## src/rtl/mem_access.sv

```systemverilog
// Memory-stage load/store unit: single-outstanding req/gnt/rvalid data bus,
// lane-replicated stores, extracted/extended loads, and alignment/type traps.
module mem_access #(
    parameter int XLEN = 32
) (
    input  logic              clk,
    input  logic              rst_n,
    input  logic              is_ls,
    input  logic [XLEN+3:0]   ls_type_reg,
    input  logic [XLEN-1:0]   rd_val,
    output logic              ls_ready,
    output logic              dmem_req,
    output logic              dmem_we,
    output logic [XLEN-1:0]   dmem_addr,
    output logic [3:0]        dmem_be,
    output logic [XLEN-1:0]   dmem_wdata,
    input  logic              dmem_gnt,
    input  logic              dmem_rvalid,
    input  logic [XLEN-1:0]   dmem_rdata,
    output logic              wb_valid,
    output logic [4:0]        wb_rd,
    output logic [XLEN-1:0]   mem_rd_val,
    output logic              ls_fault,
    output logic [1:0]        fault_cause,
    output logic [XLEN-1:0]   bad_addr
);

    typedef enum logic [1:0] {IDLE, REQ, WAIT} state_t;

    state_t            state_reg, state_next;
    logic [2:0]        type_reg;
    logic [1:0]        off_reg;
    logic [4:0]        rd_reg;

    logic [3:0]        req_type;
    logic [XLEN-1:0]   req_addr;
    logic              req_byte, req_half, req_word;
    logic              req_illegal, req_misaligned, req_fault, accept;
    logic [3:0]        req_be;
    logic [XLEN-1:0]   req_wdata;

    logic [7:0]        rd_byte [4];
    logic [7:0]        sel_byte;
    logic [15:0]       sel_half;
    logic [XLEN-1:0]   load_ext;

    assign req_type = ls_type_reg[XLEN+3:XLEN];
    assign req_addr = ls_type_reg[XLEN-1:0];
    assign accept   = is_ls && (state_reg == IDLE);

    // Request decode: access size, trap conditions, bus lane setup.
    always_comb begin
        req_byte  = (req_type[2:0] == 3'b000) || (req_type[2:0] == 3'b100);
        req_half  = (req_type[2:0] == 3'b001) || (req_type[2:0] == 3'b110);
        req_word  = (req_type[2:0] == 3'b010);
        // Covers 0011/1011/0111/1111, 0101/1101 and every 11xx.
        req_illegal = (req_type[3:2] == 2'b11) || (req_type[1:0] == 2'b11)
                    || (req_type[2:0] == 3'b101);
        req_misaligned = (req_half && req_addr[0])
                       || (req_word && (req_addr[1:0] != 2'b00));
        req_fault = req_illegal || req_misaligned;

        req_be = 4'b0000;
        if (req_byte)
            req_be = 4'b0001 << req_addr[1:0];
        else if (req_half)
            req_be = req_addr[1] ? 4'b1100 : 4'b0011;
        else if (req_word)
            req_be = 4'b1111;

        req_wdata = '0;
        if (req_type[3]) begin
            if (req_byte)
                req_wdata = {4{rd_val[7:0]}};
            else if (req_half)
                req_wdata = {2{rd_val[15:0]}};
            else
                req_wdata = rd_val;
        end
    end

    generate
        for (genvar gi = 0; gi < 4; gi++) begin : g_lane
            assign rd_byte[gi] = dmem_rdata[8*gi +: 8];
        end
    endgenerate

    always_comb begin
        sel_byte = rd_byte[off_reg];
        sel_half = off_reg[1] ? dmem_rdata[31:16] : dmem_rdata[15:0];
        case (type_reg)
            3'b000:  load_ext = {{(XLEN-8){sel_byte[7]}}, sel_byte};
            3'b100:  load_ext = {{(XLEN-8){1'b0}}, sel_byte};
            3'b001:  load_ext = {{(XLEN-16){sel_half[15]}}, sel_half};
            3'b110:  load_ext = {{(XLEN-16){1'b0}}, sel_half};
            default: load_ext = dmem_rdata;
        endcase
    end

    always_ff @(posedge clk or negedge rst_n) begin
        if (!rst_n)
            state_reg <= IDLE;
        else
            state_reg <= state_next;
    end

    always_comb begin
        state_next = state_reg;
        ls_ready   = 1'b0;
        dmem_req   = 1'b0;
        case (state_reg)
            IDLE: begin
                ls_ready = 1'b1;
                if (is_ls && !req_fault)
                    state_next = REQ;
            end
            REQ: begin
                dmem_req = 1'b1;
                if (dmem_gnt)
                    state_next = dmem_we ? IDLE : WAIT;
            end
            WAIT: begin
                if (dmem_rvalid)
                    state_next = IDLE;
            end
            default: state_next = IDLE;
        endcase
    end

    // Bus fields are captured at accept so they stay stable through a gnt stall.
    always_ff @(posedge clk or negedge rst_n) begin
        if (!rst_n) begin
            dmem_we     <= 1'b0;
            dmem_addr   <= '0;
            dmem_be     <= 4'b0000;
            dmem_wdata  <= '0;
            type_reg    <= 3'b000;
            off_reg     <= 2'b00;
            rd_reg      <= 5'd0;
            wb_valid    <= 1'b0;
            wb_rd       <= 5'd0;
            mem_rd_val  <= '0;
            ls_fault    <= 1'b0;
            fault_cause <= 2'b00;
            bad_addr    <= '0;
        end else begin
            ls_fault <= 1'b0;
            wb_valid <= 1'b0;
            if (accept) begin
                if (req_fault) begin
                    ls_fault    <= 1'b1;
                    fault_cause <= req_illegal ? 2'b10 : 2'b01;
                    bad_addr    <= req_addr;
                end else begin
                    dmem_we    <= req_type[3];
                    dmem_addr  <= {req_addr[XLEN-1:2], 2'b00};
                    dmem_be    <= req_be;
                    dmem_wdata <= req_wdata;
                    type_reg   <= req_type[2:0];
                    off_reg    <= req_addr[1:0];
                    rd_reg     <= rd_val[4:0];
                end
            end
            if ((state_reg == WAIT) && dmem_rvalid) begin
                mem_rd_val <= load_ext;
                wb_rd      <= rd_reg;
                wb_valid   <= (rd_reg != 5'd0);
            end
        end
    end

endmodule

```

## config.mk

```make
export PLATFORM = sky130hd
export DESIGN_NAME = mem_access
export DESIGN_NICKNAME = d
export VERILOG_FILES = /design/src/rtl/mem_access.sv
export SDC_FILE = /design/constraint.sdc
export NUM_CORES = 1
export LEC_CHECK = 0
export CAP_MARGIN = 20
export CORE_ASPECT_RATIO = 0.7
export CORE_MARGIN = 5
export CORE_UTILIZATION = 29
export CTS_BUF_LIST = sky130_fd_sc_hd__clkbuf_16
export DETAILED_ROUTE_END_ITERATION = 7
export GPL_TIMING_DRIVEN = 0
export PLACE_DENSITY_LB_ADDON = 0.12
export SLEW_MARGIN = 20
export SYNTH_ARGS = -nofsm -noshare
export SYNTH_HDL_FRONTEND = slang
export SYNTH_SLANG_ARGS = --single-unit
```

## constraint.sdc

```tcl
create_clock -name clk -period 2.9 [get_ports clk]
set_input_delay 0.58 -clock clk [delete_from_list [all_inputs] [get_ports clk]]
set_output_delay 0.58 -clock clk [all_outputs]
set_load 0.05 [all_outputs]
```

Word-level counts from Yosys, hierarchy flattened
Index checks and enable logic that the tools add are counted.
Cells by class
  magnitude comparators: 1
  equal/unequal tests: 15
  shifts and indexed selects: 1
  muxes and demuxes: 23
  bitwise logic cells: 2
  reductions and logical operators: 20
Operators with widths (number)
  32-bit one-hot mux with 4 select lines: 1
  32-bit two-way mux: 3
  8-bit binary-select mux with 2-bit select: 1
  16-bit two-way mux: 1
  4-bit two-way mux: 4
  8-bit two-way mux: 2
  3-bit equality test, second input constant: 5
  2-bit two-way mux: 5
  2-bit equality test, second input constant: 3
  3-bit by 1-bit equality test with 1-bit output, second input constant: 2
  3-bit logical NOT: 2
  1-bit logical OR: 6
  2-bit one-hot mux with 3 select lines: 1
  1-bit logical AND: 5
  1-bit two-way mux: 5
  5-bit nonzero test: 1
  2-bit inequality test, second input constant: 2
  2-bit AND reduction: 2
  1-bit by 2-bit left shift with 4-bit output, first input constant: 1
  3-bit by 2-bit equality test with 1-bit output, second input constant: 1
  3-bit >= comparator, second input constant: 1
  2-bit NOT with 3-bit output: 1
  3-bit AND reduction: 1
  2-bit by 1-bit equality test with 1-bit output, second input constant: 1
  5 further kinds: 5
Word-level totals
  bits in registers: 152
  input bits: 105
  output and inout bits: 144
  word-level logic and storage cells: 76

Logic depth before layout (Yosys ltp)
  depth after elaboration: 9
  depth in mapped cells: 7
  gate-level depth less buffers: 4

Worst setup path before layout
OpenSTA, ideal clock, no wires.
  kind: register to register
  start: register state_reg[1]
  end: register dmem_addr[30]
  setup time: 0.125 ns
  arrival time: 2.370 ns
  data required time: 2.775 ns
  path slack: 0.405 ns
  cell stages (with the launch flop): 6
  buffers on the path: 1
  period minus slack after synthesis: 2.495 ns
  cell sequence: dfrtp_1 > nor2_1 > nand2_1 > nor2_2 > buf_4 > mux2_2
On the way
  longest elaborated chain between the ends: 3
Ends and longest elaborated chain
  start, declared: RTL line 30  | state_t state_reg, state_next;
  start signal, assigned: RTL line 104  | state_reg <= state_next;
  2-bit logical NOT: RTL line 49  | assign accept = is_ls && (state_reg == IDLE);
  1-bit logical AND: RTL line 49
  2-bit AND reduction (no line)
  end signal, assigned: RTL line 156  | dmem_addr <= {req_addr[XLEN-1:2], 2'b00};
  end, declared: RTL line 14  | output logic [XLEN-1:0] dmem_addr,
No other way between the ends.
A chain may end at the register's enable or synchronous reset.

Worst setup path in the final report
  start: register state_reg[1]
  end: output port ls_ready
On the way
  longest elaborated chain between the ends: 2
Ends and longest elaborated chain
  2-bit logical NOT: RTL line 111  | case (state_reg)
  1-bit two-way mux: RTL line 111
  end, declared: RTL line 11  | output logic ls_ready,
No other way between the ends.

==> reports/results.txt <==
Outcome: complete, no violations
Inserted Clock Buffers: 17
Number of endpoints failing setup at the final stage: 0
Post-CTS Setup Bufs: 0
Starting density of the core: 29.3%
Capturing element type of the critical path: primary output
Most common cell after layout, fill and taps aside: sky130_fd_sc_hd__clkdlybuf4s50_1
Number of max-cap violations: 0
Worst slew margin relative to its limit: 40.6%
Largest stage delay, worst path: 0.90 ns
Detailed-placement wirelength estimate: 18.4 mm
DRC violations left: 0
Adder and majority cell fraction of the synthesized area: 0%
Clock Sinks: 152
Final worst path period need: 2.75 ns
Number of levels in the clock H-tree: 4
Internal power consumption: 0.00636 W
Clock Latency Late Sink: 0.43 ns
CTS root buffer: sky130_fd_sc_hd__clkbuf_16
Synth Area per Inst: 11.2 sq um
Portion of netlist area occupied by mux cells: 18.0%
Sequential area share after synthesis: 53.2%
Post-route worst hold slack: 0.110 ns
P_leak: 4.40 nW
Port buffer count: 242
Share of the synthesized area in compound gates (AO/OA/AOI/OAI): 14.1%
Area growth from synthesis to final layout: 48.8%
Count of warnings emitted by yosys: 0
Reg2reg path depth: 5
Highest net fanout along the worst path: 5
Setup crit start: state_reg[1]
Instance count of the mapped netlist: 641
Fillcell total: 2367
Die outline width: 198 microns
EDFF count, synth: 0
Crit Path Class: reg2out
Switching power total: 0.00533 W
Number of buffers on the longest clock path: 2
Simple-gate share of the synthesized area: 10.7%
First DRT Iteration DRCs: 393
Final Skew: 0.00749 ns
Register share of total power: 28.5%
Peak ir drop on the vdd network: 0.634 mV
Congestion Overflow GR: 0
Footprint of the multi-input gates: 3070 sq um
Commonest cells after routing, fill and taps aside: sky130_fd_sc_hd__clkdlybuf4s50_1 (241), sky130_fd_sc_hd__dfrtp_1 (152), sky130_fd_sc_hd__nand2_1 (66), sky130_fd_sc_hd__mux2_2 (65), sky130_fd_sc_hd__o21ai_0 (41)
RD Place Congestion: 0.857
Diode insertion count for antenna repair: 0
Largest family of logic cells by synthesized area: multiplexers
Wirelength per Cell: 20.0 microns
Cell with the largest stage delay on the worst path: sky130_fd_sc_hd__clkdlybuf4s50_1
Chain of cells forming the critical path: nor2_1 > clkdlybuf4s50_1
Data required time at the worst endpoint: 2.32 ns
Peak clock frequency supported by timing: 363 MHz
TritonCTS clock tree: built
Wire length reported by the detailed router: 24.8 mm
Yosys reg bits: 152
Hold_buf cts: 0
Ports: 249
Regs by FF count: bad_addr: 32 flops, dmem_wdata: 32 flops, mem_rd_val: 32 flops
Post-synth cell types: 53
Final Hold Vio Count: 0
Residual antenna-violating net count after detailed routing: 0
Final period utilization: 94.9%
Switching Fraction: 45.6%
Reg-to-reg setup timing slack: 0.50 ns
Pin count of the biggest net entering global routing: 78
Part of the total power dissipated in combinational logic: 51.0%
Per-cell via count in the routed design: 4.97
Final nets: 1009
Flip-flop cell with the highest count after synthesis: sky130_fd_sc_hd__dfrtp_1
Total area of sequential cells: 3800 sq um
FP Rows: 48
Combined global-route utilization of all metal layers: 17.9%
Via count of the first global-routing pass: 6447
Total Die Area: 27900 sq um
Final design instance area without fill: 10600 sq um
Power density cells: 1100 nW/um^2
RSZ-0062 raised after global routing: no
Min-delay worst type: in2async
Die Y: 141 microns
Critical R2R Launch: state_reg[1]
Terminus of the critical flop-to-flop path: rd_reg[2]
Initial antenna violation count: 2
Number of gates resized after cts: 0
Async SR Flop Fraction: 100%
Fraction of power consumed by the clock network: 20.5%
Parity-gate share of the synthesized area counting xor and xnor cells: 0%
Placed cell areas: 10000 sq um
Slew at the pin closest to its max-slew limit: 0.885 ns
Wire length of the first global-routing pass: 38.7 mm
Post-synthesis cell area: 7150 sq um
Post-CTS clock slew at the launch and capture registers of the worst setup and hold paths: 0.07 ns
Initial DRT Pass Iterations: 5
Crit start category: flip-flop
Data arrival time at the worst-slack endpoint: 2.17 ns
Number of vias in the routed layout: 6175
Number of pins exceeding their max-slew limit in the final report: 0
Core region area: 24400 sq um
Proportion of layout cells with a drive suffix above 1: 14.2%
final cells by class:
| type | count | share of cell area [%] |
|---|---|---|
| flip-flops and latches | 152 | 35.7 |
| multi-input cells | 427 | 28.8 |
| repair buffers | 243 | 23.1 |
| clock buffers | 17 | 4.00 |
| well taps | 325 | 3.82 |
| plain buffers | 53 | 2.29 |
| clock inverters | 15 | 1.87 |
| inverters | 10 | 0.353 |
synth_stat cells, drive strengths merged, types with 2 or more instances:
cell     instances  area share [%]
a2111oi          4            0.49
a211oi           7            0.73
a21o             2            0.21
a21oi           37             2.6
a31o             3            0.37
a31oi            3            0.47
a32oi            2            0.25
and3             3            0.26
and3b            2            0.25
buf             20             1.7
clkbuf          33             1.7
dfrtp          152              53
inv              9            0.47
mux2            96              15
mux2i           18             2.6
nand2           66             3.5
nand2b          12             1.0
nand3           33             2.5
nand3b           3            0.31
nor2            20             1.1
nor2b            4            0.35
nor3             4            0.28
nor4b            2            0.25
o211ai           3            0.31
o21ai           42             2.9
o221ai          12             1.5
o22ai            7            0.61
o311ai           8            0.98
o31ai            8            0.84
o32ai            3            0.37
o41ai            9             1.1
or2              2            0.17
worst max-delay path by stage:
stage | endpoint | slack, ns | cells past startpoint
2_1_floorplan | dmem_addr[30] | 0.41 | 5
3_3_place_gp | mem_rd_val[25] | -5.50 | 1
3_5_place_dp | rd_reg[2] | -0.06 | 6
4_1_cts | ls_ready | 0.14 | 2
5_1_grt | ls_ready | 0.08 | 2
6_report | ls_ready | 0.15 | 2
worst max-delay path, delay by kind of cell, from the launching register on:
family / cells / cell delay, ns
buffers and inverters: 1 / 0.90
and+or+nand+nor: 1 / 0.43
DFF: 1 / 0.42
power by group through the flow:
stage	sequential, W	combinational [W]	clock [W]
after CTS	0.00334	0.00601	0.00247
after global placement	0.00335	0.00602	0
final	0.00333	0.00597	0.00240
after detailed placement	0.00336	0.00599	0
after floorplan	0.00581	0.00131	0
after global routing	0.00345	0.00627	0.00257
metal layers:
layer / part of all wire (%) / GRT usage, % / vias up
met5: 0 / 0 / -
met4: 1.2 / 4.71 / 0
met3: 11 / 8.07 / 21
met2: 39 / 23.7 / 254
met1: 49 / 26.1 / 3030
li1: - / - / 2870
kinds of logic (layout without fill, tap and decap cells):
logic type	count (synthesis)	count (layout)
and+or+nand+nor	157	157
AOI/OAI and AO/OA	153	153
DFF	152	152
muxes	115	115
other	1	2
buffers and inverters	63	338
stage by stage:
stage,utilization [%],total power (W),worst slack [ns],cells,setup TNS [ns]
6_report,43.5,0.0117,0.149,1242,0
5_1_grt,43.5,0.0123,0.0845,1242,0
4_1_cts,43.5,0.0118,0.136,1242,0
3_5_place_dp,41.0,0.00934,-0.0606,1210,-1.27
3_3_place_gp,40.8,0.00936,-5.50,1209,-833.56
2_1_floorplan,-,0.00712,0.405,642,0
Power figures use the tool's default switching activity.
